### config.mk
export PLATFORM = sky130hd
export DESIGN_NAME = elevator_ctrl_n
export DESIGN_NICKNAME = d
export VERILOG_FILES = /design/src/rtl/elevator_ctrl_n.sv
export SDC_FILE = /design/constraint.sdc
export NUM_CORES = 1
export LEC_CHECK = 0
export BUFFER_PORTS_ARGS = -buffer_cell sky130_fd_sc_hd__buf_2
export CORE_ASPECT_RATIO = 1.25
export CORE_MARGIN = 1
export CORE_UTILIZATION = 57
export DETAILED_ROUTE_END_ITERATION = 16
export PLACE_DENSITY_LB_ADDON = 0.05
export SKIP_CTS_REPAIR_TIMING = 1
export SYNTH_ARGS = -nofsm -noshare
export SYNTH_HDL_FRONTEND = slang
export SYNTH_SLANG_ARGS = --single-unit
### constraint.sdc
create_clock -name clk -period 4.9 [get_ports clk]
set_clock_uncertainty 0.1 [all_clocks]
set_input_delay 0.49 -clock clk [delete_from_list [all_inputs] [get_ports clk]]
set_output_delay 0.49 -clock clk [all_outputs]
set_load 0.02 [all_outputs]
### src/rtl/elevator_ctrl_n.sv
`default_nettype none
// ============================================================================
// Module : elevator_ctrl_n
// Brief  : N-floor SCAN elevator controller with latched hall/car calls and
//          timed travel/door-dwell. Optional ELEVATOR_FIRE_RECALL_EN adds
//          the fire recall input.
// Rev    : 1.0
// ============================================================================
module elevator_ctrl_n #(
  parameter int FLOORS        = 8,
  parameter int TRAVEL_CYCLES = 4,
  parameter int DOOR_CYCLES   = 6,
  parameter int HOME_FLOOR    = 0
) (
  input  logic              clk,
  input  logic              reset,
  input  logic              init,
`ifdef ELEVATOR_FIRE_RECALL_EN
  input  logic              fire,
`endif
  input  logic [FLOORS-1:0] in_eb,
  input  logic [FLOORS-1:0] in_up,
  input  logic [FLOORS-1:0] in_down,
  output logic [FLOORS-1:0] q,
  output logic [FLOORS-1:0] q_eb,
  output logic [FLOORS-1:0] q_up,
  output logic [FLOORS-1:0] q_down,
  output logic              dir_up,
  output logic              moving,
  output logic              door_open
);

  localparam int FW   = $clog2(FLOORS);
  localparam int CMAX = (TRAVEL_CYCLES > DOOR_CYCLES) ? TRAVEL_CYCLES : DOOR_CYCLES;
  localparam int CW   = $clog2(CMAX + 1);

  localparam logic [FW-1:0]     TOP_FLOOR   = FW'(FLOORS - 1);
  localparam logic [FW-1:0]     HOME        = FW'(HOME_FLOOR);
  localparam logic [CW-1:0]     TRAVEL_LAST = CW'(TRAVEL_CYCLES - 1);
  localparam logic [CW-1:0]     DOOR_LAST   = CW'(DOOR_CYCLES - 1);
  localparam logic [FLOORS-1:0] ONE         = {{(FLOORS-1){1'b0}}, 1'b1};
  localparam logic [FLOORS-1:0] UP_VALID    = ~(ONE << (FLOORS - 1));
  localparam logic [FLOORS-1:0] DN_VALID    = ~ONE;

  typedef enum logic [1:0] {
    S_IDLE = 2'd0,
    S_MOVE = 2'd1,
    S_DOOR = 2'd2
  } state_t;

  state_t            state_q, state_d;
  logic [CW-1:0]     cnt_q, cnt_d;
  logic [FW-1:0]     floor_q, floor_d;
  logic              dir_up_q, dir_up_d;
  logic [FLOORS-1:0] eb_q, eb_d, up_q, up_d, dn_q, dn_d;

  logic [FLOORS-1:0] all_q, floor_mask, entry_mask;
  logic [FLOORS-1:0] set_eb, set_up, set_dn, clr_eb, clr_up, clr_dn;
  logic [FW-1:0]     next_floor, entry_floor;
  logic              here, above, below, beyond_next, stop_next, press_here;
  logic              entry, fire_act;

`ifdef ELEVATOR_FIRE_RECALL_EN
  assign fire_act = fire;
`else
  assign fire_act = 1'b0;
`endif

  function automatic logic any_above(input logic [FLOORS-1:0] v, input logic [FW-1:0] f);
    logic r;
    r = 1'b0;
    for (int i = 0; i < FLOORS; i++) begin
      if (i > int'(f)) r = r | v[i];
    end
    return r;
  endfunction

  function automatic logic any_below(input logic [FLOORS-1:0] v, input logic [FW-1:0] f);
    logic r;
    r = 1'b0;
    for (int i = 0; i < FLOORS; i++) begin
      if (i < int'(f)) r = r | v[i];
    end
    return r;
  endfunction

  assign all_q      = eb_q | up_q | dn_q;
  assign floor_mask = ONE << floor_q;
  assign here       = all_q[floor_q];
  assign above      = any_above(all_q, floor_q);
  assign below      = any_below(all_q, floor_q);
  assign press_here = |((in_eb | (in_up & UP_VALID) | (in_down & DN_VALID)) & floor_mask);

  // Clamped one-step neighbour in the travel direction; never leaves the shaft.
  always_comb begin
    next_floor = floor_q;
    if (dir_up_q) begin
      if (floor_q != TOP_FLOOR) next_floor = floor_q + 1'b1;
    end else begin
      if (floor_q != '0) next_floor = floor_q - 1'b1;
    end
  end

  assign beyond_next = dir_up_q ? any_above(all_q, next_floor) : any_below(all_q, next_floor);
  assign stop_next   = eb_q[next_floor]
                     | (dir_up_q ? up_q[next_floor] : dn_q[next_floor])
                     | (all_q[next_floor] & ~beyond_next);

  always_comb begin
    state_d     = state_q;
    cnt_d       = cnt_q;
    floor_d     = floor_q;
    dir_up_d    = dir_up_q;
    set_eb      = in_eb;
    set_up      = in_up & UP_VALID;
    set_dn      = in_down & DN_VALID;
    clr_eb      = '0;
    clr_up      = '0;
    clr_dn      = '0;
    entry       = 1'b0;
    entry_floor = floor_q;
    entry_mask  = '0;

    case (state_q)
      S_IDLE: begin
        if (fire_act) begin
          cnt_d = '0;
          if (floor_q == HOME) begin
            state_d = S_DOOR;
          end else begin
            state_d  = S_MOVE;
            dir_up_d = (HOME > floor_q);
          end
        end else if (here) begin
          state_d = S_DOOR;
          cnt_d   = '0;
          entry   = 1'b1;
        end else if (dir_up_q ? above : below) begin
          state_d = S_MOVE;
          cnt_d   = '0;
        end else if (dir_up_q ? below : above) begin
          state_d  = S_MOVE;
          cnt_d    = '0;
          dir_up_d = ~dir_up_q;
        end
      end

      S_MOVE: begin
        if (cnt_q != TRAVEL_LAST) begin
          cnt_d = cnt_q + 1'b1;
        end else begin
          cnt_d   = '0;
          floor_d = next_floor;
          if (fire_act) begin
            // Recall: finish this floor, then head for home without stopping.
            if (next_floor == HOME) state_d = S_DOOR;
            else                    dir_up_d = (HOME > next_floor);
          end else if (stop_next) begin
            state_d     = S_DOOR;
            entry       = 1'b1;
            entry_floor = next_floor;
          end else if (!beyond_next) begin
            state_d = S_IDLE;
          end
        end
      end

      S_DOOR: begin
        set_eb = set_eb & ~floor_mask;
        set_up = set_up & ~floor_mask;
        set_dn = set_dn & ~floor_mask;
        if (fire_act && (floor_q == HOME)) begin
          cnt_d = '0;
        end else if (press_here && !fire_act) begin
          cnt_d = '0;
        end else if (cnt_q == DOOR_LAST) begin
          state_d = S_IDLE;
          cnt_d   = '0;
        end else begin
          cnt_d = cnt_q + 1'b1;
        end
      end

      default: begin
        state_d = S_IDLE;
        cnt_d   = '0;
      end
    endcase

    // Calls answered by this stop; the opposite hall call is served too
    // when nothing remains ahead in the travel direction.
    if (entry) begin
      entry_mask = ONE << entry_floor;
      clr_eb     = entry_mask;
      if (dir_up_q) begin
        clr_up = entry_mask;
        if (!any_above(all_q, entry_floor)) clr_dn = entry_mask;
      end else begin
        clr_dn = entry_mask;
        if (!any_below(all_q, entry_floor)) clr_up = entry_mask;
      end
    end

    eb_d = (eb_q & ~clr_eb) | set_eb;
    up_d = (up_q & ~clr_up) | set_up;
    dn_d = (dn_q & ~clr_dn) | set_dn;
    if (fire_act) begin
      eb_d = '0;
      up_d = '0;
      dn_d = '0;
    end
  end

  always_ff @(posedge clk or negedge reset) begin
    if (!reset) begin
      state_q  <= S_IDLE;
      cnt_q    <= '0;
      floor_q  <= HOME;
      dir_up_q <= 1'b1;
      eb_q     <= '0;
      up_q     <= '0;
      dn_q     <= '0;
    end else if (init) begin
      state_q  <= S_IDLE;
      cnt_q    <= '0;
      floor_q  <= HOME;
      dir_up_q <= 1'b1;
      eb_q     <= '0;
      up_q     <= '0;
      dn_q     <= '0;
    end else begin
      state_q  <= state_d;
      cnt_q    <= cnt_d;
      floor_q  <= floor_d;
      dir_up_q <= dir_up_d;
      eb_q     <= eb_d;
      up_q     <= up_d;
      dn_q     <= dn_d;
    end
  end

  assign q         = ONE << floor_q;
  assign q_eb      = eb_q;
  assign q_up      = up_q;
  assign q_down    = dn_q;
  assign dir_up    = dir_up_q;
  assign moving    = (state_q == S_MOVE);
  assign door_open = (state_q == S_DOOR);

endmodule
`default_nettype wire
Word level (Yosys, flattened, before mapping)
Cells that the tools add are included.
W data, S select, Z words.
- bits of input ports: 27
- word-level logic and storage cells: 270
- register bits after elaboration: 33
- output and inout port bits: 35
- bitwise logic cells: 59
- add/subtract/negate cells: 3
- $lt $le $gt $ge: 44
- reductions and logical operators: 9
- mux-type cells: 133
- eq/ne operators: 13
- shifts and indexed selects: 2
- operators with widths (kind ; count):
    $mux W8 ; 13
    $mux W1 ; 87
    $and A8 B8 Y8 ; 6
    $mux W3 ; 16
    $or A8 B8 Y8 ; 6
    $or A1 B1 Y1 ; 38
    $gt A3 B3 Y1 const A ; 12
    $not A8 Y8 ; 4
    $lt A3 B3 Y1 const A ; 9
    $gt A2 B3 Y1 const A ; 6
    $lt A1 B3 Y1 const A ; 6
    $lt A2 B3 Y1 const A ; 6
    $mux W2 ; 9
    $shl A1 B3 Y8 const A ; 2
    $bmux W1 S3 ; 5
    $gt A1 B3 Y1 const A ; 3
    $ne A3 B3 Y1 const B ; 3
    $pmux W3 S3 ; 1
    $and A7 B8 Y8 ; 1
    $lt A3 B4 Y1 const B ; 2
    $or A8 B7 Y8 ; 1
    $reduce_or A8 Y1 ; 1
    $add A3 B1 Y3 const B ; 2
    $ne A2 B2 Y1 const B ; 3
    17 further kinds ; 21

Longest topological paths before layout
Gate-level depths: netlist of run 1.
- depth in word-level cells: 59
- mapped depth: 16
- gate-level depth less buffers: 13

Worst setup path after synthesis of run 1
No wires, ideal clock.
- path kind: reg2reg
- from: reg floor_q[0]
- to: reg dn_q[1], in the netlist q_down[1]
- data required time: 4.678 ns
- arrival: 4.038 ns
- library setup time: 0.122 ns
- period minus slack after synthesis: 4.259 ns
- cell stages (with the launch flop): 17
- slack: 0.641 ns
- cell sequence: dfrtp_1 buf_2 clkinv_1 ha_1 nor3b_2 a21oi_4 xnor2_2 buf_6 mux4_2 mux2i_4 a22oi_4 o21a_1 buf_6 a221o_1 a31o_2 a211o_1 a32o_1
- longest elaborated chain between the ends: 59
- elaborated cells between the ends (all ways): 116
- those cells by class: 2 x add/sub; 21 x order compare; 1 x eq/ne; 2 x shift; 62 x mux; 27 x bitwise; 1 x reduce/logical
- RTL lines (item ; line ; text):
    start: declaration ; 53 ; logic [FW-1:0] floor_q, floor_d;
    start signal: assignment ; 234 ; floor_q <= floor_d;
    $sub A3 B1 Y3 (tied with other cells) ; 100 ; if (floor_q != '0) next_floor = floor_q - 1'b1;
    $mux W3 (on tied branches) ; 100, 98 ;
    $mux W3 ; 97 ; if (dir_up_q) begin
    $lt A1 B3 Y1 or $gt A1 B3 Y1 (tied branches) ; 82, 73 ;
    $mux W1 (on tied branches) ; 82, 73 ;
    $or A1 B1 Y1 (on tied branches) ; 82, 73 ;
    $mux W1 (on tied branches) ; 82, 73 ;
    $or A1 B1 Y1 (on tied branches) ; 82, 73 ;
    [43 not listed] ; - ;
    $mux W1 ; 192 ; if (entry) begin
    $mux W8 ; 197 ; if (!any_above(all_q, entry_floor)) clr_dn = entry_mask;
    $mux W8 ; 195 ; if (dir_up_q) begin
    $mux W8 ; 192 ;
    $not A8 Y8 ; 206 ; dn_d = (dn_q & ~clr_dn) | set_dn;
    $and A8 B8 Y8 ; 206 ;
    $or A8 B8 Y8 (*) ; 206 ;
    $mux W8 (*) ; 223 ; end else if (init) begin
    end signal: assignment ; 238 ; dn_q <= dn_d;
    end: declaration ; 55 ; logic [FLOORS-1:0] eb_q, eb_d, up_q, up_d, dn_q, dn_d;
Mark *: on every way between the ends. The rest lies on a longest branch, timed or not. The select of a mux whose other input is x is not followed.
A chain may end at the register's enable or synchronous reset.

Worst setup path in the final report of run 1
- from: reg floor_q[1]
- to: reg up_q[1], in the netlist q_up[1]
- longest elaborated chain between the ends: 59
- elaborated cells between the ends (all ways): 116
- those cells by class: 2 x add/sub; 21 x order compare; 1 x eq/ne; 2 x shift; 62 x mux; 27 x bitwise; 1 x reduce/logical
- RTL lines (item ; line ; text):
    $sub A3 B1 Y3 (tied with other cells) ; 100 ;
    $mux W3 (on tied branches) ; 100, 98 ;
    $mux W3 ; 97 ;
    $lt A1 B3 Y1 or $gt A1 B3 Y1 (tied branches) ; 82, 73 ;
    $mux W1 (on tied branches) ; 82, 73 ;
    $or A1 B1 Y1 (on tied branches) ; 82, 73 ;
    $mux W1 (on tied branches) ; 82, 73 ;
    $or A1 B1 Y1 (on tied branches) ; 82, 73 ;
    [43 not listed] ; - ;
    $mux W1 ; 192 ;
    $mux W8 ; 200 ; if (!any_below(all_q, entry_floor)) clr_up = entry_mask;
    $mux W8 ; 195 ;
    $mux W8 ; 192 ;
    $not A8 Y8 ; 205 ; up_d = (up_q & ~clr_up) | set_up;
    $and A8 B8 Y8 ; 205 ;
    $or A8 B8 Y8 (*) ; 205 ;
    $mux W8 (*) ; 223 ;
    end signal: assignment ; 237 ; up_q <= up_d;
    end: declaration ; 55 ;
Marked as above.

==> results of run 1 <==
## cell type report
type                            count  area (um2)
Sequential cell                    33         827
Inverter                           16        60.1
Clock inverter                      1        7.51
Timing Repair Buffer               83         475
Clock buffer                        6        82.6
Fill cell                         467        1690
Multi-Input combinational cell    331        2260
Tap cell                           64        80.1
## power breakdown
part	internal [W]	leakage (nW)	total (W)	switching, W
Combinational	0.000106	1.15	0.000297	0.000192
Sequential	0.000297	0.420	0.000329	0.0000318
Clock	0.000111	0.0433	0.000221	0.000110
## per-stage QoR
stage               utilization  setup slack, ns  instance area [um2]
floorplan                     -            0.641                 3250
global placement          0.674            0.409                 3700
detailed placement        0.674            0.415                 3700
CTS                       0.691            0.397                 3790
global route              0.692           0.0789                 3790
finish                    0.692            0.323                 3790
## cell usage in the layout (no fill, tap or decap), types with 5 or more instances in the layout
cell	instances
nor3_1	15
and3_1	6
a211oi_1	6
a22oi_1	14
a31oi_1	5
nor2b_1	5
o31ai_1	8
clkbuf_8	6
ha_1	14
a311oi_1	6
nand2b_1	6
a21oi_1	29
inv_1	15
o21ai_0	33
and2_1	7
o211ai_1	5
mux4_2	6
buf_2	59
dfrtp_1	32
nand3_1	12
buf_4	24
nor2_1	29
nand2_1	49
or3_1	6
## layer usage
layer  vias to the layer above  GRT usage  routed length (um)
met1                      1790      0.512                4530
met2                       234      0.599                5320
met3                        40     0.0663                 992
met4                         0      0.180                 418
met5                         -          0                   0
li1                       1673          -                   -
## critical path: cells and delay by family, from the launching register on
| family | cells | cell delay, ns |
|---|---|---|
| AO/OA/AOI/OAI | 6 | 1.85 |
| multiplexers | 2 | 0.87 |
| flip-flops | 1 | 0.46 |
| buffers and inverters | 2 | 0.36 |
| adder cells (fa/ha/maj) | 1 | 0.29 |
| XOR/XNOR | 1 | 0.13 |
| AND/OR/NAND/NOR | 2 | 0.40 |
## cells by family after synthesis
logic type / count (synthesis) / synth area share
AO/OA/AOI/OAI: 152 / 0.329
AND/OR/NAND/NOR: 146 / 0.214
buffers and inverters: 36 / 0.0523
flip-flops: 33 / 0.254
multiplexers: 14 / 0.0804
adder cells (fa/ha/maj): 14 / 0.0539
XOR/XNOR: 5 / 0.0158
## path summary, 6_finish.rpt
check	start	to	slack (ns)	cells past startpoint
setup / recovery	floor_q[1]$_DFFE_PN0P_	q_up[1]$_DFF_PN0_	0.32	14
min in group clk	in_eb[1]	q_eb[1]$_DFF_PN0_	0.36	3
max in group asynchronous	reset	q_up[0]$_DFF_PN0_	4.04	1
hold / removal	reset	cnt_q[1]$_DFFE_PN0P_	0.16	1
setup reg to reg	floor_q[1]$_DFFE_PN0P_	q_up[1]$_DFF_PN0_	0.32	14
hold reg to reg	state_q[1]$_DFFE_PN0P_	state_q[1]$_DFFE_PN0P_	0.43	2
## state kept, by name, summed over array words and instances, names as in the netlist
| name | count |
|---|---|
| q_down | 8 |
| q_eb | 8 |
| q_up | 8 |
| cnt_q | 3 |
| floor_q | 3 |
| state_q | 2 |
| dir_up | 1 |
==> flow_metrics.py, run 1 <==
metrics = {
    "outcome": {
        "outcome": "complete, no violations",
    },
    "global_route": {
        "grt_pass1_wl_um": 17700,
        "grt.total_usage": 0.381,
        "grt_pass1_vias": 3375,
        "antenna_found_initial": 0,
        "grt_overflow_total": 0,
        "grt_max_degree": 34,
    },
    "power": {
        "total_power_w": 0.000847,
        "p_leak_nw": 1.61,
        "p_per_area_nw_per_um2": 223,
        "peakVddDrop_uv": 204,
    },
    "run": {
        "maxCapViolCount": 0,
    },
    "floorplan": {
        "die_h_um": 86.4,
        "die_x_um": 69.5,
        "core_um2": 5480,
        "io_pins": 62,
        "die_area_um2": 6010,
        "start_util": 0.593,
        "num_rows": 30,
    },
    "hold_path": {
        "hold_class": "in -> async",
    },
    "timing": {
        "rsz0062_at_grt": "no",
        "worst_hold_slack_ns": 0.162,
        "tightest_slew_ns": 1.01,
        "finalSetupViolations": 0,
        "final_hold_viol_count": 0,
        "fmax_mhz": 219,
        "maxSlewViolCount": 0,
        "slew_headroom": 0.321,
        "finalCriticalPeriod_ns": 4.58,
        "tns_ns": 0,
        "fin_crit_sh": 0.934,
    },
    "drt": {
        "drt-vias-per-instance": 7.00,
        "totalWireLength_um": 11300,
        "first_iter_violations": 368,
        "wl_per_cell_um": 21.1,
        "dr.pass1.iters": 5,
        "ant_nets": 0,
        "drcViolationCount": 0,
        "num_vias": 3737,
    },
    "layout": {
        "nets": 511,
        "synthToLayoutAreaGrowth_pct": 16.7,
        "diodes": 0,
        "drive_above_1_share": 0.236,
        "fin_cells": 534,
    },
    "clocking": {
        "clock_path_buffers": 2,
        "clk_pin_slew_ns": 0.07,
        "htree_num_levels": 2,
        "clk_root_buffer_cell": "clkbuf_8",
        "tritoncts": "built",
        "cts_num_sinks": 33,
        "cts_buffers": 5,
        "clk_latency_ns": 0.30,
    },
    "logic_synthesis": {
        "synth.most_common_cell": "nand2_1",
        "synth.top_cell.area_share": 0.246,
        "synthFlopType": "dfrtp_1",
        "ys_seq_area_frac": 0.254,
        "synth-seq-cells": 33,
        "syn_inst": 400,
        "ys.warnings.count": 0,
        "synth-edff-count": 0,
        "synth_cell_type_count": 65,
        "synth_area_leaders": "dfrtp_1 25%, nand2_1 5.7%, ha_1 5.4%, o21ai_0 5.1%, a21oi_1 4.5%",
        "syn-num-nets": 441,
        "yosys-top-cells-count": "49 x nand2_1, 33 x o21ai_0, 32 x dfrtp_1",
        "synth_area_leader_cell": "dfrtp_1",
        "avgSynthCellArea_um2": 8.13,
        "synthArstFlopShare": 1.00,
        "syn_area_um2": 3250,
    },
    "critical_path": {
        "crit_path_cell_trace": "inv_1 -> ha_1 -> nor3b_2 -> a21oi_4 -> xnor2_2 -> buf_4 -> mux4_1 -> mux2i_1 -> a22oi_4 -> o21a_1 -> a221o_1 -> nand2_1 -> o211ai_1 -> a2111oi_1",
        "critical_path_class": "reg -> reg",
        "cp_max_fo": 13,
        "cp-end-kind": "flip-flop",
        "worstPathArrival_ns": 4.65,
        "start_kind": "flip-flop",
        "required_ns": 4.98,
        "crit_slowest_cell": "mux4_1",
        "cpPeakStageDelay_ns": 0.57,
    },
    "place": {
        "place_congestion": 1.00,
        "io_buffers": 59,
        "numPlacedInstances": 527,
        "dp_hpwl_um": 8440,
    },
}
No activity file was read; power rests on OpenSTA's default activity.
==> inputs of run 2 (changes only) <==
clock period = 4.51 ns   (was 4.9 ns; I/O delays follow)
==> flow_metrics.py, run 2 (synthesis gave the netlist of run 1 again) <==
metrics = {
    "outcome": {
        "outcome": "complete, no violations",
    },
    "drt": {
        "ant_nets": 0,
        "first_iter_violations": 382,
        "totalWireLength_um": 11600,
        "drcViolationCount": 0,
        "wl_per_cell_um": 21.3,
        "dr.pass1.iters": 5,
        "num_vias": 3808,
        "drt-vias-per-instance": 7.00,
    },
    "layout": {
        "final_common_cell": "buf_2",
        "design_area_um2": 3900,
        "fin_util": 0.711,
        "nets": 521,
        "synthToLayoutAreaGrowth_pct": 19.9,
        "diodes": 0,
        "drive_above_1_share": 0.260,
        "final_cell_mix": "59 x buf_2, 49 x nand2_1, 33 x buf_4",
    },
    "place": {
        "dp_worst_setup_slack_ns": 0.0963,
        "place_area_um2": 3770,
        "dp_hpwl_um": 8720,
        "io_buffers": 59,
        "place_congestion": 0.991,
    },
    "clocking": {
        "clk_latency_ns": 0.29,
        "cts_num_sinks": 33,
        "clk_pin_slew_ns": 0.08,
        "tritoncts": "built",
        "clock_path_buffers": 2,
        "clk_root_buffer_cell": "clkbuf_8",
        "cts_buffers": 5,
        "htree_num_levels": 2,
    },
    "global_route": {
        "grt_pass1_vias": 3354,
        "grt_overflow_total": 0,
        "grt_max_degree": 34,
        "antenna_found_initial": 0,
        "grt.total_usage": 0.382,
        "grt_pass1_wl_um": 17500,
    },
    "power": {
        "p_switching_w": 0.000366,
        "peakVddDrop_uv": 259,
        "p_seq_frac": 0.387,
        "p_leak_nw": 1.67,
        "combinationalPowerShare": 0.354,
        "p_per_area_nw_per_um2": 238,
        "p_clk_frac": 0.258,
        "swShare": 0.395,
        "internal_power_w": 0.000560,
    },
    "floorplan": {
        "io_pins": 62,
        "die_area_um2": 6010,
        "start_util": 0.593,
        "die_x_um": 69.5,
        "core_um2": 5480,
        "num_rows": 30,
        "die_h_um": 86.4,
    },
    "timing": {
        "finalCriticalPeriod_ns": 4.34,
        "slew_headroom": 0.493,
        "timing.final.ws_setup_ns": 0.170,
        "fin_crit_sh": 0.962,
        "tns_ns": 0,
        "rsz0062_at_grt": "no",
        "tightest_slew_ns": 0.760,
        "maxSlewViolCount": 0,
        "fmax_mhz": 230,
        "final_hold_viol_count": 0,
        "finalSetupViolations": 0,
    },
    "critical_path": {
        "start_kind": "flip-flop",
        "required_ns": 4.59,
        "cp_max_fo": 13,
        "worstPathArrival_ns": 4.42,
        "critical_path_class": "reg -> reg",
        "cp-end-kind": "flip-flop",
    },
    "run": {
        "maxCapViolCount": 0,
    },
    "hold_path": {
        "hold_class": "in -> async",
    },
}
run 2: critical path, stage by stage (launching register included):
cell and delay [ns]:
dfrtp_1 0.46, inv_1 0.13, ha_1 0.17, nor3b_2 0.29, a21oi_4 0.08, xnor2_2 0.19, buf_12 0.18, mux4_1 0.56
mux2i_1 0.28, a22oi_4 0.18, o21a_1 0.24, buf_4 0.16, mux2i_1 0.14, a221o_1 0.39, a211o_1 0.40, a32o_1 0.26
run 2: power groups by stage:
stage	clock [W]	combinational [W]	sequential (W)
after global placement	0	0.000312	0.000361
after detailed placement	0	0.000320	0.000362
after CTS	0.000240	0.000320	0.000357
after floorplan	0	0.000188	0.000374
after global routing	0.000250	0.000354	0.000361
final	0.000239	0.000328	0.000359
run 2: cell type report:
cell class | count | area, um2
flip-flops and latches | 33 | 831
multi-input cells | 331 | 2270
repair buffers | 93 | 563
inverters | 16 | 60.1
clock buffers | 6 | 82.6
clock inverters | 1 | 7.51
well taps | 64 | 80.1
fillers | 459 | 1580
run 2: final timing paths:
| check | start | endpoint | slack, ns | depth (start not counted) |
|---|---|---|---|---|
| hold reg to reg | state_q[0]$_DFFE_PN0P_ | state_q[0]$_DFFE_PN0P_ | 0.44 | 2 |
| setup / recovery | floor_q[1]$_DFFE_PN0P_ | q_down[3]$_DFF_PN0_ | 0.17 | 15 |
| hold / removal | reset | q_up[5]$_DFF_PN0_ | 0.13 | 1 |
| setup reg to reg | floor_q[1]$_DFFE_PN0P_ | q_down[3]$_DFF_PN0_ | 0.17 | 15 |
| max in group asynchronous | reset | floor_q[1]$_DFFE_PN0P_ | 3.70 | 1 |
| min in group clk | in_down[7] | q_down[7]$_DFF_PN0_ | 0.33 | 3 |
run 2: stage by stage:
step | hold WS (ns) | instances | total power (W)
after floorplan | 0.0554 | 400 | 0.000562
final | 0.128 | 544 | 0.000926
after global routing | 0.195 | 544 | 0.000965
after detailed placement | 0.414 | 535 | 0.000683
after global placement | 0.394 | 535 | 0.000673
after CTS | 0.152 | 542 | 0.000917
run 2: metal layers:
| metal | wire [um] | global-route usage | share of wire |
|---|---|---|---|
| met5 | 0 | 0 | 0 |
| met4 | 393 | 0.176 | 0.034 |
| met3 | 950 | 0.0535 | 0.082 |
| met2 | 5660 | 0.652 | 0.49 |
| met1 | 4570 | 0.479 | 0.39 |
